**config.mk**
```make
export PLATFORM = sky130hd
export DESIGN_NAME = sf_pkt_tracker
export DESIGN_NICKNAME = d
export VERILOG_FILES = /design/src/rtl/sf_fifo_pkg.sv /design/src/rtl/sf_eop_detect.sv /design/src/rtl/sf_pkt_tracker.sv
export SDC_FILE = /design/constraint.sdc
export NUM_CORES = 1
export LEC_CHECK = 0
export CORE_UTILIZATION = 65
export CTS_BUF_LIST = sky130_fd_sc_hd__clkbuf_8
export DETAILED_ROUTE_END_ITERATION = 8
export DONT_BUFFER_PORTS = 1
export GPL_ROUTABILITY_DRIVEN = 0
export PLACE_DENSITY = 0.81
export REMOVE_ABC_BUFFERS = 1
export SLEW_MARGIN = 20
export SYNTH_ARGS = -nofsm -noshare
export SYNTH_HDL_FRONTEND = slang
export SYNTH_SLANG_ARGS = --single-unit
export TNS_END_PERCENT = 50
```
**constraint.sdc**
```tcl
create_clock -name clk -period 3.1 [get_ports clk]
set_clock_uncertainty 0.15 [all_clocks]
set_input_delay 0.465 -clock clk [delete_from_list [all_inputs] [get_ports clk]]
set_output_delay 0.465 -clock clk [all_outputs]
set_load 0.005 [all_outputs]
```
**src/rtl/sf_fifo_pkg.sv**
```systemverilog
// Shared types and EOP encodings for the store-and-forward FIFO packet bookkeeping.
package sf_fifo_pkg;

  typedef enum logic [1:0] {
    IDLE,
    IN_PKT,
    DISCARD
  } pkt_state_e;

  localparam int EOP_INBAND   = 0;
  localparam int EOP_SIDEBAND = 1;

endpackage

```
**src/rtl/sf_eop_detect.sv**
```systemverilog
// Combinational end-of-packet / error decode, in-band marker or sideband.
// Zero latency; no flow control of its own.
module sf_eop_detect
  import sf_fifo_pkg::*;
#(
  parameter int DATA_WIDTH = 32,
  parameter int EOP_MODE   = EOP_INBAND
) (
  input  logic [DATA_WIDTH-1:0] wdata_i,
  input  logic                  wr_eop_i,
  input  logic                  wr_err_i,
  output logic                  eop_o,
  output logic                  err_o
);

  logic inband_eop;

  // In-band marker: all bits above bit 0 clear; bit 0 carries the error flag.
  assign inband_eop = (wdata_i[DATA_WIDTH-1:1] == '0);

  assign eop_o = (EOP_MODE == EOP_SIDEBAND) ? wr_eop_i : inband_eop;
  assign err_o = (EOP_MODE == EOP_SIDEBAND) ? wr_err_i : wdata_i[0];

endmodule

```
**src/rtl/sf_pkt_tracker.sv**
```systemverilog
// Packet bookkeeping for the store-and-forward FIFO: commit/drop at EOP (+1 cycle), resident count (+2).
// Write back-pressure only at packet boundaries, when committed plus pending packets fill capacity.
module sf_pkt_tracker
  import sf_fifo_pkg::*;
#(
  parameter int DATA_WIDTH  = 32,
  parameter int EOP_MODE    = EOP_INBAND,
  parameter int MAX_PKT_LEN = 256,
  parameter int PKT_CNT_LG2 = 4,
  localparam int LEN_W      = $clog2(MAX_PKT_LEN + 1),
  localparam int CNT_W      = PKT_CNT_LG2 + 1
) (
  input  logic                  clk,
  input  logic                  rst,
  input  logic                  wr_valid_i,
  input  logic [DATA_WIDTH-1:0] wdata_i,
  input  logic                  wr_eop_i,
  input  logic                  wr_err_i,
  output logic                  wr_ready_o,
  input  logic                  rd_pop_i,
  input  logic                  rd_eop_i,
  output logic                  eop_o,
  output logic [LEN_W-1:0]      wr_len_o,
  output logic                  commit_o,
  output logic                  drop_o,
  output logic                  pkt_avail_o,
  output logic [CNT_W-1:0]      pkt_cnt_o
);

  localparam logic [LEN_W-1:0] MAX_LEN = LEN_W'(MAX_PKT_LEN);
  localparam logic [CNT_W:0]   CAP     = (CNT_W + 1)'(1) << PKT_CNT_LG2;

  pkt_state_e       state_q;
  logic [LEN_W-1:0] len_q;
  logic [LEN_W-1:0] len_inc;
  logic             commit_q;
  logic             drop_q;
  logic [CNT_W-1:0] cnt_q;
  logic [CNT_W-1:0] cnt_d;
  logic [CNT_W:0]   occupancy;
  logic             eop_raw;
  logic             err;
  logic             accepted;
  logic             pop_eop;

  sf_eop_detect #(
    .DATA_WIDTH (DATA_WIDTH),
    .EOP_MODE   (EOP_MODE)
  ) u_eop_detect (
    .wdata_i  (wdata_i),
    .wr_eop_i (wr_eop_i),
    .wr_err_i (wr_err_i),
    .eop_o    (eop_raw),
    .err_o    (err)
  );

  // The pending commit is counted so the counter cannot overflow one cycle later.
  assign occupancy  = {1'b0, cnt_q} + {{CNT_W{1'b0}}, commit_q};
  assign wr_ready_o = !((state_q == IDLE) && (occupancy == CAP));
  assign accepted   = wr_valid_i & wr_ready_o;
  assign eop_o      = accepted & eop_raw;
  assign len_inc    = len_q + LEN_W'(1);

  always_ff @(posedge clk or posedge rst) begin
    if (rst) begin
      state_q  <= IDLE;
      len_q    <= '0;
      commit_q <= 1'b0;
      drop_q   <= 1'b0;
    end else begin
      commit_q <= 1'b0;
      drop_q   <= 1'b0;
      if (accepted) begin
        unique case (state_q)
          IDLE: begin
            if (eop_raw) begin
              commit_q <= ~err;
              drop_q   <= err;
              len_q    <= '0;
            end else begin
              state_q <= IN_PKT;
              len_q   <= LEN_W'(1);
            end
          end
          IN_PKT: begin
            if (eop_raw) begin
              commit_q <= ~err;
              drop_q   <= err;
              state_q  <= IDLE;
              len_q    <= '0;
            end else begin
              len_q <= len_inc;
              if (len_inc == MAX_LEN) state_q <= DISCARD;
            end
          end
          DISCARD: begin
            // Length stays saturated at MAX_LEN until the EOP closes the packet.
            if (eop_raw) begin
              drop_q  <= 1'b1;
              state_q <= IDLE;
              len_q   <= '0;
            end
          end
          default: begin
            state_q <= IDLE;
            len_q   <= '0;
          end
        endcase
      end
    end
  end

  assign pop_eop = rd_pop_i & rd_eop_i;

  always_comb begin
    cnt_d = cnt_q;
    if (commit_q && !pop_eop) begin
      cnt_d = cnt_q + CNT_W'(1);
    end else if (!commit_q && pop_eop && (cnt_q != '0)) begin
      cnt_d = cnt_q - CNT_W'(1);
    end
  end

  always_ff @(posedge clk or posedge rst) begin
    if (rst) begin
      cnt_q <= '0;
    end else begin
      cnt_q <= cnt_d;
    end
  end

  assign wr_len_o    = len_q;
  assign commit_o    = commit_q;
  assign drop_o      = drop_q;
  assign pkt_cnt_o   = cnt_q;
  assign pkt_avail_o = (cnt_q != '0);

endmodule

```
# == Word level (Yosys, flattened, before mapping) ==
# Index checks and enable logic that the tools add are counted.
# totals
regBits,18
latchBits,0
ram_bits,0
rom_bits,0
input_bits,39
word_cells,52
n_memories,0
# op_classes
add_sub_neg,4
n_mul,0
div_mod_pow,0
order_cmp,0
n_eq_ne,7
n_shift,0
muxes,18
bitwise,4
n_reduce_logical,14
# ops
cell,count
$logic_not A31 Y1,1
$pmux W9 S3,1
$mux W9,2
$mux W5,2
$add A9 B1 Y9 const B,1
$eq A9 B9 Y1 const B,1
$mux W2,4
$mux W1,7
$add A5 B1 Y6,1
$eq A6 B5 Y1 const B,1
$pmux W2 S3,1
$add A5 B1 Y5 const B,1
$reduce_bool A5 Y1,1
$sub A5 B1 Y5 const B,1
$logic_and A1 B1 Y1,4
$ne A2 B2 Y1 const B,2
$reduce_and A4 Y1,1
$and A1 B1 Y1,3
$logic_not A1 Y1,3
$ne A3 B3 Y1 const B,1
$eq A2 B1 Y1 const B,1
$eq A2 B2 Y1 const B,1
$logic_not A2 Y1,1
$pmux W1 S2,1
4 further kinds,4

# == Depth between registers and ports, before layout ==
# Gate-level depths: netlist of the first run.
# depth
depth_word,6
ltp_mapped,9
mapped_depth_nobuf,9

# == Cells and area by module ==
# From an unflattened synthesis of the first run, not the netlist that was laid out.
# hier_totals
hier_cells,142
area_unflattened_um2,1311.3
# modules_own_cells
mod,instances,cells_each,area_per_inst_um2,seq_area_each_um2
sf_pkt_tracker,1,130,1232.4,450.4
sf_eop_detect,1,12,78.8,0.0

# == Worst setup path before layout of the first run ==
# Ideal clock, no wire load.
# synth_path
kind,register to output
startpoint,"register cnt_q[0], in the netlist pkt_cnt_o[0]"
endpoint,output port eop_o
arrival_ns,2.166
t_required_ns,2.485
path_slack_ns,0.319
path_stages_with_launch,8
path_cell_list,dfrtp_1 ha_1 ha_1 or4_4 or3b_4 o211a_1 nand2_1 inv_1
# synth_via
elab_chain_len,6
# synth_lines
item,line,rtl
"start, declared",sf_pkt_tracker.sv:38,logic [CNT_W-1:0] cnt_q;
"start signal, assigned",sf_pkt_tracker.sv:128,cnt_q <= cnt_d;
$add A5 B1 Y6,sf_pkt_tracker.sv:58,"assign occupancy = {1'b0, cnt_q} + {{CNT_W{1'b0}}, commit_q};"
$eq A6 B5 Y1,sf_pkt_tracker.sv:59,assign wr_ready_o = !((state_q == IDLE) && (occupancy == CAP));
$logic_and A1 B1 Y1,sf_pkt_tracker.sv:59,
$logic_not A1 Y1,sf_pkt_tracker.sv:59,
$and A1 B1 Y1,sf_pkt_tracker.sv:60,assign accepted = wr_valid_i & wr_ready_o;
$and A1 B1 Y1,sf_pkt_tracker.sv:61,assign eop_o = accepted & eop_raw;
"end, declared",sf_pkt_tracker.sv:22,"output logic eop_o,"
# Every way passes these cells.

# == Final worst setup path of the first run ==
# Same ends and word-level chain as after synthesis.

==> results by group, run 1 <==
Route
  – Wire per inst: around 16 um
  – Vias post-DR: 1,254
  – Post-Route WL: 3.055 mm
  – Drt drc: 0
  – Post-route ant nets: 0
  – DRT iter0 DRCs: 38
  – Average vias per placed instance: approximately 6.6
  – TritonRoute pass-1 iters: 4

Logic synthesis
  – Top FF cell, synth: dfrtp_1
  – Post-synth cell types: 46
  – Post-synthesis register bit count: 18
  – Mapped Cells: ~160
  – FFs w/ async S/R, synth: 100.0%
  – Yosys warns: 0
  – Sequential area share after synthesis: between 30% and 40%
  – Syn Area/Cell: between 8 and 9 um^2
  – EDFF count, synth: 0
  – Syn Std Cell Area: between 1000 and 1500 um^2

Cells and area
  – Antenna diode count: 0
  – # fillers: between 100 and 150
  – Most frequent cells in the layout: 18 x nand2_1, 17 x dfrtp_1, 12 x o21ai_0, 9 x nor4_1, 9 x nor2_1
  – Most common cell after layout, fill and taps aside: nand2_1
  – Nets: between 200 and 250
  – Layout area overhead: 9.270%
  – Layout cells sized above 1: 11.04%

Floorplanning
  – Total die area: 2241 um^2
  – Die X: between 40 and 50 um
  – IO Pins: 58
  – Rows: 16
  – Initial core utilization: roughly 70%
  – Core area: around 1900 um^2
  – Vert. Die Dim: approximately 47 um

Job
  – Max cap viols: 0

Critical path
  – Worst path top cell family by delay: simple AND/OR/NAND/NOR gates
  – Slowest CP cell: dfrtp_2
  – Startpoint types: flop
  – Critical path class: flop to primary output
  – CP bufs+invs: 1
  – Max FO, Critical Path: 6
  – Worst-path cell chain: ha_4 > ha_1 > or4_4 > or3b_4 > o211a_1 > nand2_2 > inv_1
  – Crit. End Element: primary output
  – CP max stage delay: about 470 ps
  – R2r worst-path depth: 8
  – Worst EP arrival: about 2400 ps
  – R2R Path End: wr_len_o[7]
  – Critical R2R Launch: pkt_cnt_o[0]
  – Reg2reg setup slack: between 300 and 400 ps
  – Req. time, crit path: approximately 2500 ps

STA
  – Slew Limit Headroom: about 53%
  – Tcrit/Tclk final: a little over nine tenths
  – Post-layout min period: 3012 ps
  – Fin. Hold Viols: 0
  – Hold WS: 52.37 ps
  – Final setup TNS: 0 ps
  – Final Slew Violations: 0
  – Finish-stage setup viols: 0
  – Peak Freq: approximately 330 MHz
  – RSZ-0062 raised after global routing: false
  – Slew @ Worst Pin: roughly 700 ps

Global route
  – Antenna violations before repair: 0
  – Total Routing Usage GR: between 20% and 30%
  – Total congestion overflow: 0
  – First-pass GRT wire length: between 4 and 5 mm
  – Vias in the first global route: approximately 1,100
  – Pin count of the biggest net entering global routing: 19

Clock tree
  – Total CTS buffers: 3
  – Clock sinks: 18
  – Clk pin slew, worst setup/hold paths: about 70 ps
  – Hold bufs inserted after CTS: 0
  – # H-tree levels: 1
  – Buffers from clock root to sink, at most: 2
  – CTS tree: yes
  – Clk root buf: clkbuf_8
  – Worst-Skew Late Latency: roughly 250 ps

Pwr
  – Leakage: roughly 0.64 nW
  – Overall power: roughly 0.44 mW
  – PD cells: about 300 nW/um^2
  – Worst VDD drop: between 0.2 and 0.25 mV

Status
  – Status: finished clean

Worst hold path
  – Hold/Removal Path Class: input pin to asynchronous set/reset pin

Placed design
  – Number of port buffers: 0
  – HPWL Detailed: roughly 2.3 mm
==> stage by stage <==
| stage | area, um^2 | utilization (%) | cells | setup WS [ps] |
|---|---|---|---|---|
| 6_report | 1460 | 75.19 | 190 | 88.22 |
| 5_1_grt | 1460 | 75.19 | 190 | 27.61 |
| 4_1_cts | 1433 | 73.78 | 188 | 22.12 |
| 3_5_place_dp | 1366 | 70.36 | 183 | 221.4 |
| 3_3_place_gp | 1366 | 70.36 | 183 | 248.1 |
| 2_1_floorplan | 1318 | - | 154 | 319.8 |
==> worst register-to-register path, stage by stage, from the launching register on <==
cell and delay, ps:
dfrtp_2 470, ha_4 190, ha_1 260, or4_4 420, or3b_4 420, buf_4 150
o211ai_4 220, nor3_1 90, a211o_1 270
==> sequential cells by signal, summed over array words and instances (netlist names) <==
name,count
drop_o,1
state_q,2
wr_len_o,9
commit_o,1
pkt_cnt_o,5
==> how the worst max path moves through the flow <==
stage                  from    end  slack [ps]  cells after the start
4_1_cts        pkt_cnt_o[0]  eop_o          20                      7
2_1_floorplan  pkt_cnt_o[0]  eop_o         320                      7
3_5_place_dp   pkt_cnt_o[0]  eop_o         220                      7
3_3_place_gp   pkt_cnt_o[0]  eop_o         250                      7
5_1_grt        pkt_cnt_o[0]  eop_o          30                      7
6_report       pkt_cnt_o[0]  eop_o          90                      7
==> cell families (layout without fill, tap and decap cells) <==
logic type               Yosys count  count (layout)  share of synthesized area, %
AND/OR/NAND/NOR                   69              69                         27.81
flip-flops                        18              18                         33.71
buffers and inverters             11              17                         3.651
AO/OA/AOI/OAI                     43              43                         21.26
multiplexers                       2               2                         1.592
XOR/XNOR                           6               6                         3.933
adder cells (fa/ha/maj)            8               8                         8.052
==> where the power goes <==
part	internal (mW)	switching, mW	leakage (nW)	total, mW
combinational	0.00570	0.00948	0.380	0.0152
sequential	0.235	0.000145	0.234	0.235
clock	0.113	0.0815	0.0288	0.194
total	0.353	0.0911	0.643	0.445
==> timing repair <==
action                     CTS  global route
setup endpoints to repair    1             1
pin swaps                    0             3
buffers inserted             1             2
gates resized for setup      2             2
==> routing by layer <==
layer / wire length, um / global-route usage (%) / vias up / share of wire, %
met1: 1229 / 31.68 / 595 / 40
met5: 0 / 0 / - / 0
met4: 25 / 12.00 / 0 / 0.82
met3: 210 / 4.615 / 4 / 6.9
met2: 1590 / 50.14 / 64 / 52
li1: - / - / 591 / -
==> synthesized netlist by cell type (2+ instances only) <==
cell       n  area [um^2]
ha_1       7        87.58
o21a_1     2        15.01
nor3_1     5        25.02
nor2b_1    3        18.77
inv_1      8        30.03
nor4_1     9        56.30
xnor2_1    3        26.28
a22oi_1    3        22.52
a21oi_1    8        40.04
a21o_1     2        15.01
nor2_1     9        33.78
xor2_1     3        26.28
o21ai_1    4        20.02
and3_1     2        12.51
nand3_1    2        10.01
a31oi_1    3        18.77
o21ai_0   12        60.06
dfrtp_1   18        450.4
and2_1     3        18.77
or4_1      2        15.01
nand4_1    5        31.28
nand2_1   19        71.32
nand2b_1   2        12.51
==> layout make-up <==
| cell class | count | area, um^2 | area share [%] |
|---|---|---|---|
| repair buffers | 5 | 37.54 | 2.571 |
| flip-flops and latches | 18 | 451.7 | 30.93 |
| well taps | 27 | 33.78 | 2.314 |
| clock buffers | 4 | 55.05 | 3.770 |
| multi-input cells | 128 | 852.1 | 58.35 |
| inverters | 8 | 30.03 | 2.057 |
No activity file was read; power rests on OpenSTA's default activity.
==> run 2: changes to the inputs <==
==> constraint.sdc (replaced) <==
create_clock -name clk -period 3.4 [get_ports clk]
set_clock_uncertainty 0.15 [all_clocks]
set_input_delay 0.51 -clock clk [delete_from_list [all_inputs] [get_ports clk]]
set_output_delay 0.51 -clock clk [all_outputs]
set_load 0.005 [all_outputs]
==> results by group, run 2 (synthesis results as in run 1) <==
Status
  – Status: finished clean

STA
  – Slew @ Worst Pin: 705.5 ps (+8.307 ps)
  – Final Slew Violations: 0 (unchanged)
  – Slew Limit Headroom: 52.92% (-0.55 points)
  – Fin. Hold Viols: 0 (unchanged)
  – RSZ-0062 raised after global routing: false
  – Post-layout min period: around 3200 ps
  – Final setup TNS: 0 ps (unchanged)
  – Finish-stage setup viols: 0 (unchanged)
  – Fin worst setup slack: 181.9 ps (+93.69 ps)
  – Tcrit/Tclk final: approximately 95%
  – Hold WS: 94.86 ps (+42.48 ps)
  – Peak Freq: around 310 MHz

Global route
  – Vias in the first global route: 1,135 (+5.1%)
  – First-pass GRT wire length: 4.519 mm (+4.8%)
  – Antenna violations before repair: 0 (unchanged)
  – Total congestion overflow: 0 (unchanged)
  – Pin count of the biggest net entering global routing: 19 (unchanged)
  – Total Routing Usage GR: 28.87% (+1.2 points)

Route
  – Top sig layer: met4
  – Post-Route WL: 3.018 mm (-1.2%)
  – Vias post-DR: 1,259 (+0.40%)
  – Post-route ant nets: 0 (unchanged)
  – DR WL met3: 217 um (+3.3%)
  – Drt drc: 0 (unchanged)
  – TritonRoute pass-1 iters: 4 (unchanged)
  – Met2 Wirelength: 1.518 mm (-4.5%)
  – Average vias per placed instance: 6.805 (+3.1%)
  – DRT iter0 DRCs: 45 (+18%)
  – Wire per inst: 16.31 um (+1.5%)
  – Met1 WL: 1.232 mm (+0.24%)

Critical path
  – Max FO, Critical Path: 6 (unchanged)
  – R2r worst-path depth: 7 (-1)
  – Crit. End Element: primary output
  – Critical R2R Launch: pkt_cnt_o[0]
  – Worst EP arrival: 2560 ps (+160 ps)
  – Startpoint types: flop
  – Critical path class: flop to primary output
  – Reg2reg setup slack: 580 ps (+220 ps)
  – Req. time, crit path: 2740 ps (+260 ps)
  – R2R Path End: wr_len_o[7]

Pwr
  – Leakage: 0.6233 nW (-3.1%)
  – Worst VDD drop: 0.1957 mV (-8.9%)
  – PD cells: 288.6 nW/um^2 (-5.2%)

Clock tree
  – CTS tree: yes
  – Worst-Skew Late Latency: 260 ps (about the same)
  – Total CTS buffers: 3 (unchanged)
  – Setup bufs post-CTS: 0 (-1)
  – # resized after CTS: 0 (-2)
  – Hold bufs inserted after CTS: 0 (unchanged)
  – Clk root buf: clkbuf_8
  – Buffers from clock root to sink, at most: 2 (unchanged)
  – # H-tree levels: 1 (unchanged)
  – Clock sinks: 18 (unchanged)
  – Clk pin slew, worst setup/hold paths: 70 ps (about the same)

Cells and area
  – Count of non-filler cells in the finished layout: 185 (-2.6%)
  – FF+latch area: 450.4 um^2 (-0.28%)
  – Max FFs per register: 9 (unchanged)
  – # fillers: 156 (+6.8%)
  – Layout cells sized above 1: 6.329% (-4.7 points)
  – Layout area overhead: 5.244%
  – Multi-input gate area: 837.1 um^2 (-1.8%)
  – Final instance area: 1406 um^2 (-3.7%)
  – Nets: 206 (-2.4%)
  – Antenna diode count: 0 (unchanged)
  – Most common cell after layout, fill and taps aside: nand2_1
  – Most frequent cells in the layout: 19 x nand2_1, 18 x dfrtp_1, 12 x o21ai_0, 9 x nor4_1, 9 x nor2_1

Floorplanning
  – Core area: 1942 um^2 (unchanged)
  – Total die area: 2241 um^2 (unchanged)
  – Die X: 47.34 um (unchanged)
  – Rows: 16 (unchanged)
  – IO Pins: 58 (unchanged)
  – Vert. Die Dim: 47.34 um (unchanged)
  – Initial core utilization: 68.81% (unchanged)

Placed design
  – Number of port buffers: 0 (unchanged)
  – Placed instance count: 181 (-1.1%)
  – DP Worst Slack: 451.1 ps (+229.7 ps)
  – Placed inst area: 1351 um^2 (-1.1%)
  – HPWL Detailed: 2.326 mm (+3.2%)

Job
  – Max cap viols: 0 (unchanged)

Worst hold path
  – Hold/Removal Path Class: input pin to asynchronous set/reset pin
[run 2: cell count changes in the layout (fill, tap and decap cells not counted)]
cell / change
buf_4: -5
dfrtp_1: +1
ha_4: -1
nand2_2: -1
dfrtp_2: -1
nand2_1: +1
ha_1: +1
[run 2: area by class of cell]
class | count | area share [%]
inverter | 8 | 2.135
tap | 27 | 2.402
multi-input combinational | 128 | 59.52
clock buffer | 4 | 3.915
sequential | 18 | 32.03
[run 2: worst max path at each step]
stage,startpoint,endpoint,cells after the start
floorplan,pkt_cnt_o[0],eop_o,7
global placement,pkt_cnt_o[0],eop_o,7
detailed placement,pkt_cnt_o[0],eop_o,7
CTS,pkt_cnt_o[0],eop_o,7
global route,pkt_cnt_o[0],eop_o,7
finish,pkt_cnt_o[0],eop_o,7
[run 2: through the flow]
step	utilization, %	power, mW
after floorplan	-	0.2270
after global placement	69.59	0.2295
after detailed placement	69.59	0.2296
after CTS	72.42	0.4086
after global routing	72.42	0.4151
final	72.42	0.4059
[run 2: power by group]
part | total [mW] | leakage [nW] | switching [mW] | internal [mW]
clock network | 0.181 | 0.0288 | 0.0778 | 0.103
registers | 0.214 | 0.236 | 0.000138 | 0.214
logic | 0.0109 | 0.359 | 0.00786 | 0.00305
total | 0.406 | 0.623 | 0.0858 | 0.320
[run 2: worst max-delay path: stages (launching register included)]
cell	delay, ps
dfrtp_1	460
ha_1	240
ha_1	270
or4_4	480
or3b_4	410
o211a_1	250
nand2_1	120
inv_1	60
[run 2: layer usage]
metal	GRT usage, %	vias to the layer above
met5	0	-
met4	12.57	0
li1	-	589
met2	52.05	56
met1	32.30	608
met3	6.154	6
